File: config.mk
export PLATFORM = sky130hd
export DESIGN_NAME = mmap_decoder
export DESIGN_NICKNAME = d
export VERILOG_FILES = /design/src/rtl/mmap_decoder.sv
export SDC_FILE = /design/constraint.sdc
export NUM_CORES = 1
export LEC_CHECK = 0
export CORE_AREA = 3 3 122 124
export CTS_BUF_LIST = sky130_fd_sc_hd__clkbuf_2 sky130_fd_sc_hd__clkbuf_4 sky130_fd_sc_hd__clkbuf_8
export CTS_CLUSTER_DIAMETER = 100
export DETAILED_ROUTE_END_ITERATION = 7
export DIE_AREA = 0 0 125 127
export DONT_BUFFER_PORTS = 1
export PLACE_DENSITY = 0.6
export REMOVE_ABC_BUFFERS = 1
export SYNTH_ARGS = -nofsm -noshare
export SYNTH_HDL_FRONTEND = slang
export SYNTH_SLANG_ARGS = --single-unit
File: constraint.sdc
create_clock -name clock -period 2.76 [get_ports clock]
set_input_delay 0.552 -clock clock [delete_from_list [all_inputs] [get_ports clock]]
set_output_delay 0.552 -clock clock [all_outputs]
set_load 0.01 [all_outputs]
File: src/rtl/mmap_decoder.sv
// Memory-map decoder and response tracker: routes one outstanding core request to the
// first matching base/top region, returns its response, and reports unmapped or timed-out accesses.
module mmap_decoder #(
  parameter int unsigned                NUM_REGIONS = 4,
  parameter logic [NUM_REGIONS*32-1:0] REGION_BASE = {32'h0C000000, 32'h02000000, 32'h00100000, 32'h00000000},
  parameter logic [NUM_REGIONS*32-1:0] REGION_TOP  = {32'h10000000, 32'h0200C000, 32'h00100004, 32'h00010000},
  parameter int unsigned                TIMEOUT     = 1024,
  parameter int unsigned                ERR_WIDTH   = 8
) (
  input  logic                      clock,
  input  logic                      reset,
  input  logic                      m_valid,
  input  logic                      m_instr,
  input  logic [31:0]               m_addr,
  input  logic [31:0]               m_wdata,
  input  logic [3:0]                m_wstrb,
  output logic [31:0]               m_rdata,
  output logic                      m_ready,
  output logic                      m_error,
  output logic [NUM_REGIONS-1:0]    s_valid,
  output logic                      s_instr,
  output logic [31:0]               s_addr,
  output logic [31:0]               s_wdata,
  output logic [3:0]                s_wstrb,
  input  logic [NUM_REGIONS*32-1:0] s_rdata,
  input  logic [NUM_REGIONS-1:0]    s_ready,
  output logic [ERR_WIDTH-1:0]      err_count
);

  localparam int unsigned SEL_W = (NUM_REGIONS > 1) ? $clog2(NUM_REGIONS) : 1;
  localparam int unsigned CNT_W = (TIMEOUT > 1) ? $clog2(TIMEOUT) : 1;
  localparam logic [CNT_W-1:0] CNT_LAST = CNT_W'((TIMEOUT > 0) ? TIMEOUT - 1 : 0);

  typedef enum logic [1:0] {IDLE, BUSY, ERR} state_e;

  state_e                 state_q, state_d;
  logic [SEL_W-1:0]       sel_q, sel_d;
  logic [CNT_W-1:0]       cnt_q, cnt_d;
  logic                   m_ready_q, m_ready_d;
  logic                   m_error_q, m_error_d;
  logic [31:0]            m_rdata_q, m_rdata_d;
  logic [NUM_REGIONS-1:0] s_valid_q, s_valid_d;
  logic                   s_instr_q, s_instr_d;
  logic [31:0]            s_addr_q, s_addr_d;
  logic [31:0]            s_wdata_q, s_wdata_d;
  logic [3:0]             s_wstrb_q, s_wstrb_d;
  logic [ERR_WIDTH-1:0]   err_q, err_d;

  logic                   hit;
  logic [SEL_W-1:0]       hit_idx;
  logic                   tgt_ready;
  logic [31:0]            tgt_rdata;
  logic                   timeout_hit;
  logic                   err_rsp;

  // Scanning from the top index down lets the lowest matching region overwrite the others.
  always_comb begin
    // NOTE: every signal written here gets a default first so no latch is inferred.
    hit     = 1'b0;
    hit_idx = '0;
    for (int i = NUM_REGIONS - 1; i >= 0; i--) begin
      if (m_addr >= REGION_BASE[32*i +: 32] && m_addr < REGION_TOP[32*i +: 32]) begin
        hit     = 1'b1;
        hit_idx = SEL_W'(i);
      end
    end
  end

  always_comb begin
    tgt_ready = 1'b0;
    tgt_rdata = '0;
    for (int i = 0; i < NUM_REGIONS; i++) begin
      if (sel_q == SEL_W'(i)) begin
        tgt_ready = s_ready[i];
        tgt_rdata = s_rdata[32*i +: 32];
      end
    end
  end

  assign timeout_hit = (TIMEOUT != 0) && (cnt_q == CNT_LAST);

  always_comb begin
    state_d   = state_q;
    sel_d     = sel_q;
    cnt_d     = cnt_q;
    m_ready_d = 1'b0;
    m_error_d = 1'b0;
    m_rdata_d = m_rdata_q;
    s_valid_d = '0;
    s_instr_d = s_instr_q;
    s_addr_d  = s_addr_q;
    s_wdata_d = s_wdata_q;
    s_wstrb_d = s_wstrb_q;
    err_d     = err_q;
    err_rsp   = 1'b0;

    unique case (state_q)
      IDLE: begin
        // A request arriving in the response cycle itself is dropped.
        if (m_valid && !m_ready_q) begin
          s_instr_d = m_instr;
          s_addr_d  = m_addr;
          s_wdata_d = m_wdata;
          s_wstrb_d = m_wstrb;
          if (hit) begin
            sel_d     = hit_idx;
            s_valid_d = NUM_REGIONS'(1) << hit_idx;
            cnt_d     = '0;
            state_d   = BUSY;
          end else begin
            err_rsp = 1'b1;
            state_d = ERR;
          end
        end
      end
      BUSY: begin
        if (tgt_ready) begin
          m_ready_d = 1'b1;
          m_rdata_d = tgt_rdata;
          state_d   = IDLE;
        end else if (timeout_hit) begin
          err_rsp = 1'b1;
          state_d = ERR;
        end else if (TIMEOUT != 0) begin
          cnt_d = cnt_q + 1'b1;
        end
      end
      ERR:     state_d = IDLE;
      default: state_d = IDLE;
    endcase

    if (err_rsp) begin
      m_ready_d = 1'b1;
      m_error_d = 1'b1;
      m_rdata_d = '0;
      if (err_q != '1) err_d = err_q + 1'b1;
    end
  end

  // NOTE: state registers use non-blocking assignments so all flops update together at the edge.
  always_ff @(posedge clock or negedge reset) begin
    if (!reset) begin
      state_q   <= IDLE;
      sel_q     <= '0;
      cnt_q     <= '0;
      m_ready_q <= 1'b0;
      m_error_q <= 1'b0;
      m_rdata_q <= '0;
      s_valid_q <= '0;
      s_instr_q <= 1'b0;
      s_addr_q  <= '0;
      s_wdata_q <= '0;
      s_wstrb_q <= '0;
      err_q     <= '0;
    end else begin
      state_q   <= state_d;
      sel_q     <= sel_d;
      cnt_q     <= cnt_d;
      m_ready_q <= m_ready_d;
      m_error_q <= m_error_d;
      m_rdata_q <= m_rdata_d;
      s_valid_q <= s_valid_d;
      s_instr_q <= s_instr_d;
      s_addr_q  <= s_addr_d;
      s_wdata_q <= s_wdata_d;
      s_wstrb_q <= s_wstrb_d;
      err_q     <= err_d;
    end
  end

  assign m_ready   = m_ready_q;
  assign m_error   = m_error_q;
  assign m_rdata   = m_rdata_q;
  assign s_valid   = s_valid_q;
  assign s_instr   = s_instr_q;
  assign s_addr    = s_addr_q;
  assign s_wdata   = s_wdata_q;
  assign s_wstrb   = s_wstrb_q;
  assign err_count = err_q;

endmodule

==> summary.md, run 1 <==
| Metric | Value |
|---|---|
| Top-count cell post-synth | dfrtp_1 |
| Avg Inst Size Synth | 13.07 um^2 |
| Chip height | roughly 130 um |
| Internal power | 3510 uW |
| Area of the mapped netlist | 5987 um^2 |
| Diode count | 0 |
| Post-synthesis register bit count | 129 |
| Clk Tree Root Cell | clkbuf_8 |
| Final nets | around 660 |
| Max H-tree Level | 4 |
| Failing checks | hold timing |
| Switching Share | 0.2916 |
| GP Congestion | 0.8429 |
| FILL cells | 1255 |
| Seq pwr share | 0.530 |
| Synth area leaders | dfrtp_1 54%, mux2_2 13%, mux4_2 12% |
| TritonCTS clock tree | built |
| Combinational share of power | 0.122 |
| Max clock buf depth | 2 |
| Startpoint types | flop |
| First-pass GRT wire length | about 24000 um |
| Sequential-to-total area share from yosys stat | 0.5392 |
| Post-DP HPWL | 11750 um |
| P per Cell Area | 755.2 nW/um^2 |
| Arr. time, crit path | about 2600 ps |
| Fmax | between 0.4 and 0.5 GHz |
| Final setup fails | 0 |
| Detailed Route Iter0 Violations | ~150 |
| Largest net degree at the start of global routing | 130 |
| Routed length per instance | around 24 um |
| CP delay by family, top | simple AND/OR/NAND/NOR gates |
| Buf+Inv Stages, Crit Path | 0 |
| Pins over their slew limit | 0 |
| Num CTS Buffers | 17 |
| Max-slew headroom | 0.2614 |
| Worst-Skew Late Latency | roughly 430 ps |
| Hold Slack | -191.3 ps |
| Initial antenna violation count | 1 |
| Proportion of layout cells with a drive suffix above 1 | 0.3212 |
| Max Cap Viol | 0 |
| Reg2reg path depth | 4 |
| Leakage | 0.002636 uW |
| Clock Pin Slew Worst Setup and Hold Paths | 80 ps |
| Via-per-instance ratio | 5.889 |
| Post-Synthesis Cells | 458 |
| Overflow after GRT | 0 |
| GRT Total Usage | 0.1923 |
| Core area | between 10000 and 15000 um^2 |
| Clock Sink Count | ~130 |
| Asr flop ratio synth | 1.000 |
| Slowest-stage cell, CP | and3b_1 |
| 1st-pass router iterations | 7 |
| DRC Markers | 0 |
| Area growth syn-to-layout | 9.592% |
| Hold Path Class | in -> async |
| Status | complete, but fails checks |
| Top Ports | roughly 320 |
| Slew @ Worst Pin | 1108 ps |
| # rows | 43 |
| Initial core utilization | 0.4313 |
| Final WL | 15610 um |
| Final Skew | ~11 ps |
| Post-synth EDFFs | 0 |
| Antenna viol nets, final | 0 |
| Crit share post-route | 0.8015 |
| Synth area leader | dfrtp_1 |
| Via count | 3810 |
| Hold Fails Final Rpt | approximately 130 |
| Port bufs | 0 |
| Clk network pwr share | 0.348 |
| Synth Warn # | 0 |
| Most common library cells after synthesis | 129 x dfrtp_1, 72 x nand2_1, 69 x mux2_2 |
| Share of the synthesized area in the top cell type | 0.5392 |
| Psw | 1445 uW |
| Vias in the first global route | 4082 |
| Die W | 125 um |
| WP depth | 4 |
| RSZ-0062 raised after global routing | no |
| CP cell instances | mux4_2 -> and3b_1 -> nand2_1 -> a21oi_1 |
| Required time of the worst setup path | 3120 ps |
| CP max FO | 32 |
| Crit path time final | 2212 ps |
| Max stage delay on crit path | 910 ps |
| Crit Path Category | reg -> reg |
| Final setup TNS | 0 ps |
| Die Area | 15880 um^2 |
| Maximum vdd drop | 0.3261 mV |
| Primary FF master, synth | dfrtp_1 |
| Yosys cell types | 45 |
| Crit path capture type | flop |
-- cells by family (layout without fill, tap and decap cells) --
logic type / after synthesis / count (layout) / share of synthesized area
and+or+nand+nor: 130 / 130 / 0.1018
AOI/OAI and AO/OA: 48 / 48 / 0.05162
buffers and inverters: 31 / 40 / 0.02466
xor gates and xnor gates: 12 / 12 / 0.01755
DFF: 129 / 129 / 0.5392
muxes: 106 / 106 / 0.2610
adders and majority gates: 2 / 2 / 0.004179
-- area by class of cell --
cell class | count | area (um^2) | share of cell area
clock buffer | 18 | 247.7 | 0.03776
clock inverter | 13 | 172.7 | 0.02632
inverter | 3 | 11.26 | 0.001716
multi-input combinational | 298 | 2618 | 0.3989
sequential | 129 | 3229 | 0.4922
tap | 180 | 225.2 | 0.03432
timing repair buffer | 6 | 57.56 | 0.008772
-- routing by layer --
| layer | track usage | share of wire | vias to the layer above |
|---|---|---|---|
| met4 | 0.05421 | 0.011 | 2 |
| met3 | 0.07316 | 0.077 | 19 |
| met5 | 0 | 0.00083 | - |
| met1 | 0.2217 | 0.36 | 1959 |
| met2 | 0.3369 | 0.55 | 171 |
| li1 | - | - | 1659 |
-- power groups by stage --
stage / clock (uW) / combinational [uW] / sequential (uW)
floorplan: 0 / 529 / 2580
global placement: 0 / 585 / 2660
detailed placement: 0 / 616 / 2670
CTS: 1780 / 615 / 2640
global route: 1880 / 666 / 2670
finish: 1720 / 606 / 2630
-- flip-flops by register name (all words and copies together), names as in the netlist, 2 cells and up --
| signal | flops |
|---|---|
| s_addr | 32 |
| sel_q | 2 |
| err_count | 8 |
| state_q | 2 |
| s_wstrb | 4 |
| s_wdata | 32 |
| m_rdata | 32 |
| s_valid | 4 |
| cnt_q | 10 |
-- through the flow --
stage | power (uW) | area (um^2) | utilization | setup slack (ps) | cells
2_1_floorplan | 3114 | 5851 | - | -7331 | 430
3_3_place_gp | 3246 | 6141 | 0.4424 | 203.8 | 616
3_5_place_dp | 3285 | 6141 | 0.4424 | 183.7 | 616
4_1_cts | 5030 | 6561 | 0.4727 | 523.7 | 647
5_1_grt | 5210 | 6561 | 0.4727 | 376.9 | 647
6_report | 4955 | 6561 | 0.4727 | 547.9 | 647
-- path summary, 6_finish.rpt --
kind                            start          end  slack, ps
max                          sel_q[0]  m_rdata[15]        550
min                             reset  s_wdata[12]       -190
max reg2reg                  sel_q[0]  m_rdata[15]        550
min reg2reg                  cnt_q[0]     cnt_q[0]        520
max in group asynchronous       reset   s_addr[21]       2690
min in group clock         m_addr[20]   s_valid[0]        190
-- placed cells by master (no fill, tap or decap), drive strengths merged, types with 2 or more instances in the layout --
cell type  synthesis  layout
dfrtp            129     129
nand2             73      73
mux2              71      71
mux4              33      33
a21oi             33      33
clkbuf            15      18
nor2              16      16
nand3             10      10
inv                3      10
xor2               8       8
nand4              7       7
nor4               6       6
buf               13       6
and3               5       5
xnor2              4       4
o31ai              4       4
a31oi              3       3
bufinv             0       3
and4               2       2
nand2b             2       2
o21ai              2       2
mux2i              2       2
a41oi              2       2
ha                 2       2
nor3b              2       2
clkinv             0       2
-- what timing repair did --
action	CTS	global route
resized for setup	0	0
setup buffers	0	0
endpoints found under the hold margin	129	129
No activity file was read; power rests on OpenSTA's default activity.
==> inputs of run 2 (changes only) <==
Clock period 2.76 ns to 2.04 ns, I/O delays scaled along.
==> summary.md, run 2 (synthesized netlist as in run 1, its figures left out) <==
| Metric | Value |
|---|---|
| FF-to-FF Start | sel_q[0] |
| Non-Filler Instances | 670 (+3.6%) |
| Top Ports | 319 (unchanged) |
| Max H-tree Level | 4 (unchanged) |
| Design Power | 6525 uW (+32%) |
| Max clock buf depth | 2 (unchanged) |
| Fmax | 0.4997 GHz (+11%) |
| Die W | 125 um (unchanged) |
| Core area | 13880 um^2 (unchanged) |
| Placed insts | 635 (+3.1%) |
| GP Congestion | 0.8583 (+1.8%) |
| Switching Share | 0.2960 (+0.004383) |
| Combinational share of power | 0.143 (+0.021) |
| TritonCTS clock tree | built |
| Startpoint types | flop |
| Hold Fails Final Rpt | 129 (unchanged) |
| Initial core utilization | 0.4313 (unchanged) |
| Seq pwr share | 0.539 (+0.009) |
| Setup slack after layout | 38.82 ps (-509.1 ps) |
| DRC Markers | 0 (unchanged) |
| Chip height | 127 um (unchanged) |
| Via count | 3890 (+2.1%) |
| Maximum vdd drop | 0.4185 mV (+28%) |
| Worst R2R End | err_count[1] |
| Die Area | 15880 um^2 (unchanged) |
| Port bufs | 0 (unchanged) |
| Required time of the worst setup path | 2360 ps (-760 ps) |
| RSZ-0062 raised after global routing | yes |
| # rows | 43 (unchanged) |
| Arr. time, crit path | 2320 ps (-250 ps) |
| Final WL | 15550 um (-0.35%) |
| Routed length per instance | 23.21 um (-3.8%) |
| Num CTS Buffers | 17 (unchanged) |
| Final nets | 683 (+3.3%) |
| Vias in the first global route | 4128 (+1.1%) |
| Internal power | 4594 uW (+31%) |
| Leakage | 0.002730 uW (+3.6%) |
| DP Worst Slack | -178.4 ps (-362.1 ps) |
| Crit Path Category | reg -> reg |
| CP max FO | 4 (-88%) |
| Most Crowded Layer GR | met2 |
| Final setup fails | 0 (unchanged) |
| Max-slew headroom | 0.6021 (+0.3407) |
| Initial antenna violation count | 1 (unchanged) |
| Area growth syn-to-layout | 12.62% |
| GRT Total Usage | 0.1918 (-0.0004596) |
| Reg2reg path depth | 6 (+2) |
| Antenna viol nets, final | 0 (unchanged) |
| Hold Path Class | in -> async |
| 1st-pass router iterations | 4 (-3) |
| Proportion of layout cells with a drive suffix above 1 | 0.3612 (+0.04003) |
| Clk Tree Root Cell | clkbuf_8 |
| Met3 Use GR | 0.06940 (-0.003763) |
| Crit path capture type | flop |
| Failing checks | hold timing |
| Status | complete, but fails checks |
| Hold Slack | -340.2 ps (-148.9 ps) |
| Met2 usage in global routing | 0.3258 (-0.01107) |
| Commonest non-fill, non-tap cell in the layout | dfrtp_1 |
| Post-DP HPWL | 11870 um (+1.0%) |
| Clock Pin Slew Worst Setup and Hold Paths | 80 ps (about the same) |
| Detailed Route Iter0 Violations | 151 (-1.3%) |
| Pins over their slew limit | 0 (unchanged) |
| Met1 usage | 0.2287 (+0.006999) |
| Clk network pwr share | 0.318 (-0.030) |
| P per Cell Area | 967.7 nW/um^2 (+28%) |
| Post-CTS Hold Fix Bufs | 1 |
| Clock Sink Count | 129 (unchanged) |
| Max Cap Viol | 0 (unchanged) |
| Largest net degree at the start of global routing | 130 (unchanged) |
| Via-per-instance ratio | 5.806 (-1.4%) |
| Worst-Skew Late Latency | 440 ps (about the same) |
| Diode count | 0 (unchanged) |
| Final Skew | 12.06 ps (+1.001 ps) |
| R2R Setup Slk | 40 ps (-510 ps) |
| Crit path time final | 2001 ps (-210.9 ps) |
| Psw | 1931 uW (+34%) |
| Crit share post-route | 0.9810 (+0.1795) |
| Leading cell types in the layout, fill and taps excluded | 128 x dfrtp_1, 72 x nand2_1, 69 x mux2_2, 33 x mux4_2, 33 x a21oi_1 |
| Final Core Density | 0.4858 (+0.01307) |
| Slew @ Worst Pin | 596.8 ps (-511.1 ps) |
| First-pass GRT wire length | 23590 um (-0.11%) |
| Overflow after GRT | 0 (unchanged) |
-- run 2: metal layers --
layer,up-vias,share of wire
met4,2,0.015
li1,1700,-
met2,166,0.54
met3,20,0.073
met5,-,0.00084
met1,2002,0.37
-- run 2: critical path, stage by stage, from the launching register on --
cell and delay [ps]:
dfrtp_2 390, mux4_2 550, nor3b_4 240, nand3_2 130
o31ai_4 130, nand2_2 110, mux2_4 310
-- run 2: worst max-delay path by stage --
stage / startpoint / to / slack, ps / depth (start not counted)
final: sel_q[0] / err_count[1] / 40 / 6
after global placement: m_addr[18] / err_count[4] / -160 / 8
after global routing: sel_q[0] / err_count[7] / -70 / 7
after detailed placement: m_addr[18] / err_count[1] / -180 / 7
after CTS: sel_q[0] / cnt_q[5] / 8 / 6
after floorplan: state_q[0] / err_count[1] / -8050 / 5
-- run 2: metrics by stage --
step           hold WS [ps]  setup TNS, ps  instance area (um^2)
6_report             -340.2              0                  6743
5_1_grt              -384.3         -994.6                  6743
4_1_cts              -380.3              0                  6686
3_5_place_dp          115.7          -5846                  6296
3_3_place_gp          115.4          -3644                  6296
2_1_floorplan         112.4        -925640                  5851
-- run 2: power by group through the flow --
stage	sequential (uW)	combinational [uW]	clock, uW
2_1_floorplan	3500	716	0
3_3_place_gp	3560	878	0
3_5_place_dp	3570	922	0
4_1_cts	3530	925	2140
5_1_grt	3570	1010	2260
6_report	3520	932	2080
-- run 2: what timing repair did --
| item | in CTS | in global routing |
|---|---|---|
| setup endpoints to repair | 32 | 97 |
| cloned | 0 | 1 |
| buffers inserted | 0 | 1 |
| hold endpoints to repair | 130 | 129 |
| gates resized for setup | 1 | 8 |
| pin swaps | 0 | 5 |
-- run 2: final cells by class --
| class | count | area (um^2) |
|---|---|---|
| inverter | 3 | 11.26 |
| tap | 180 | 225.2 |
| timing repair buffer | 27 | 241.5 |
| clock inverter | 12 | 107.6 |
| sequential | 129 | 3229 |
| fill | 1240 | 7138 |
| multi-input combinational | 299 | 2659 |
| clock buffer | 20 | 269.0 |
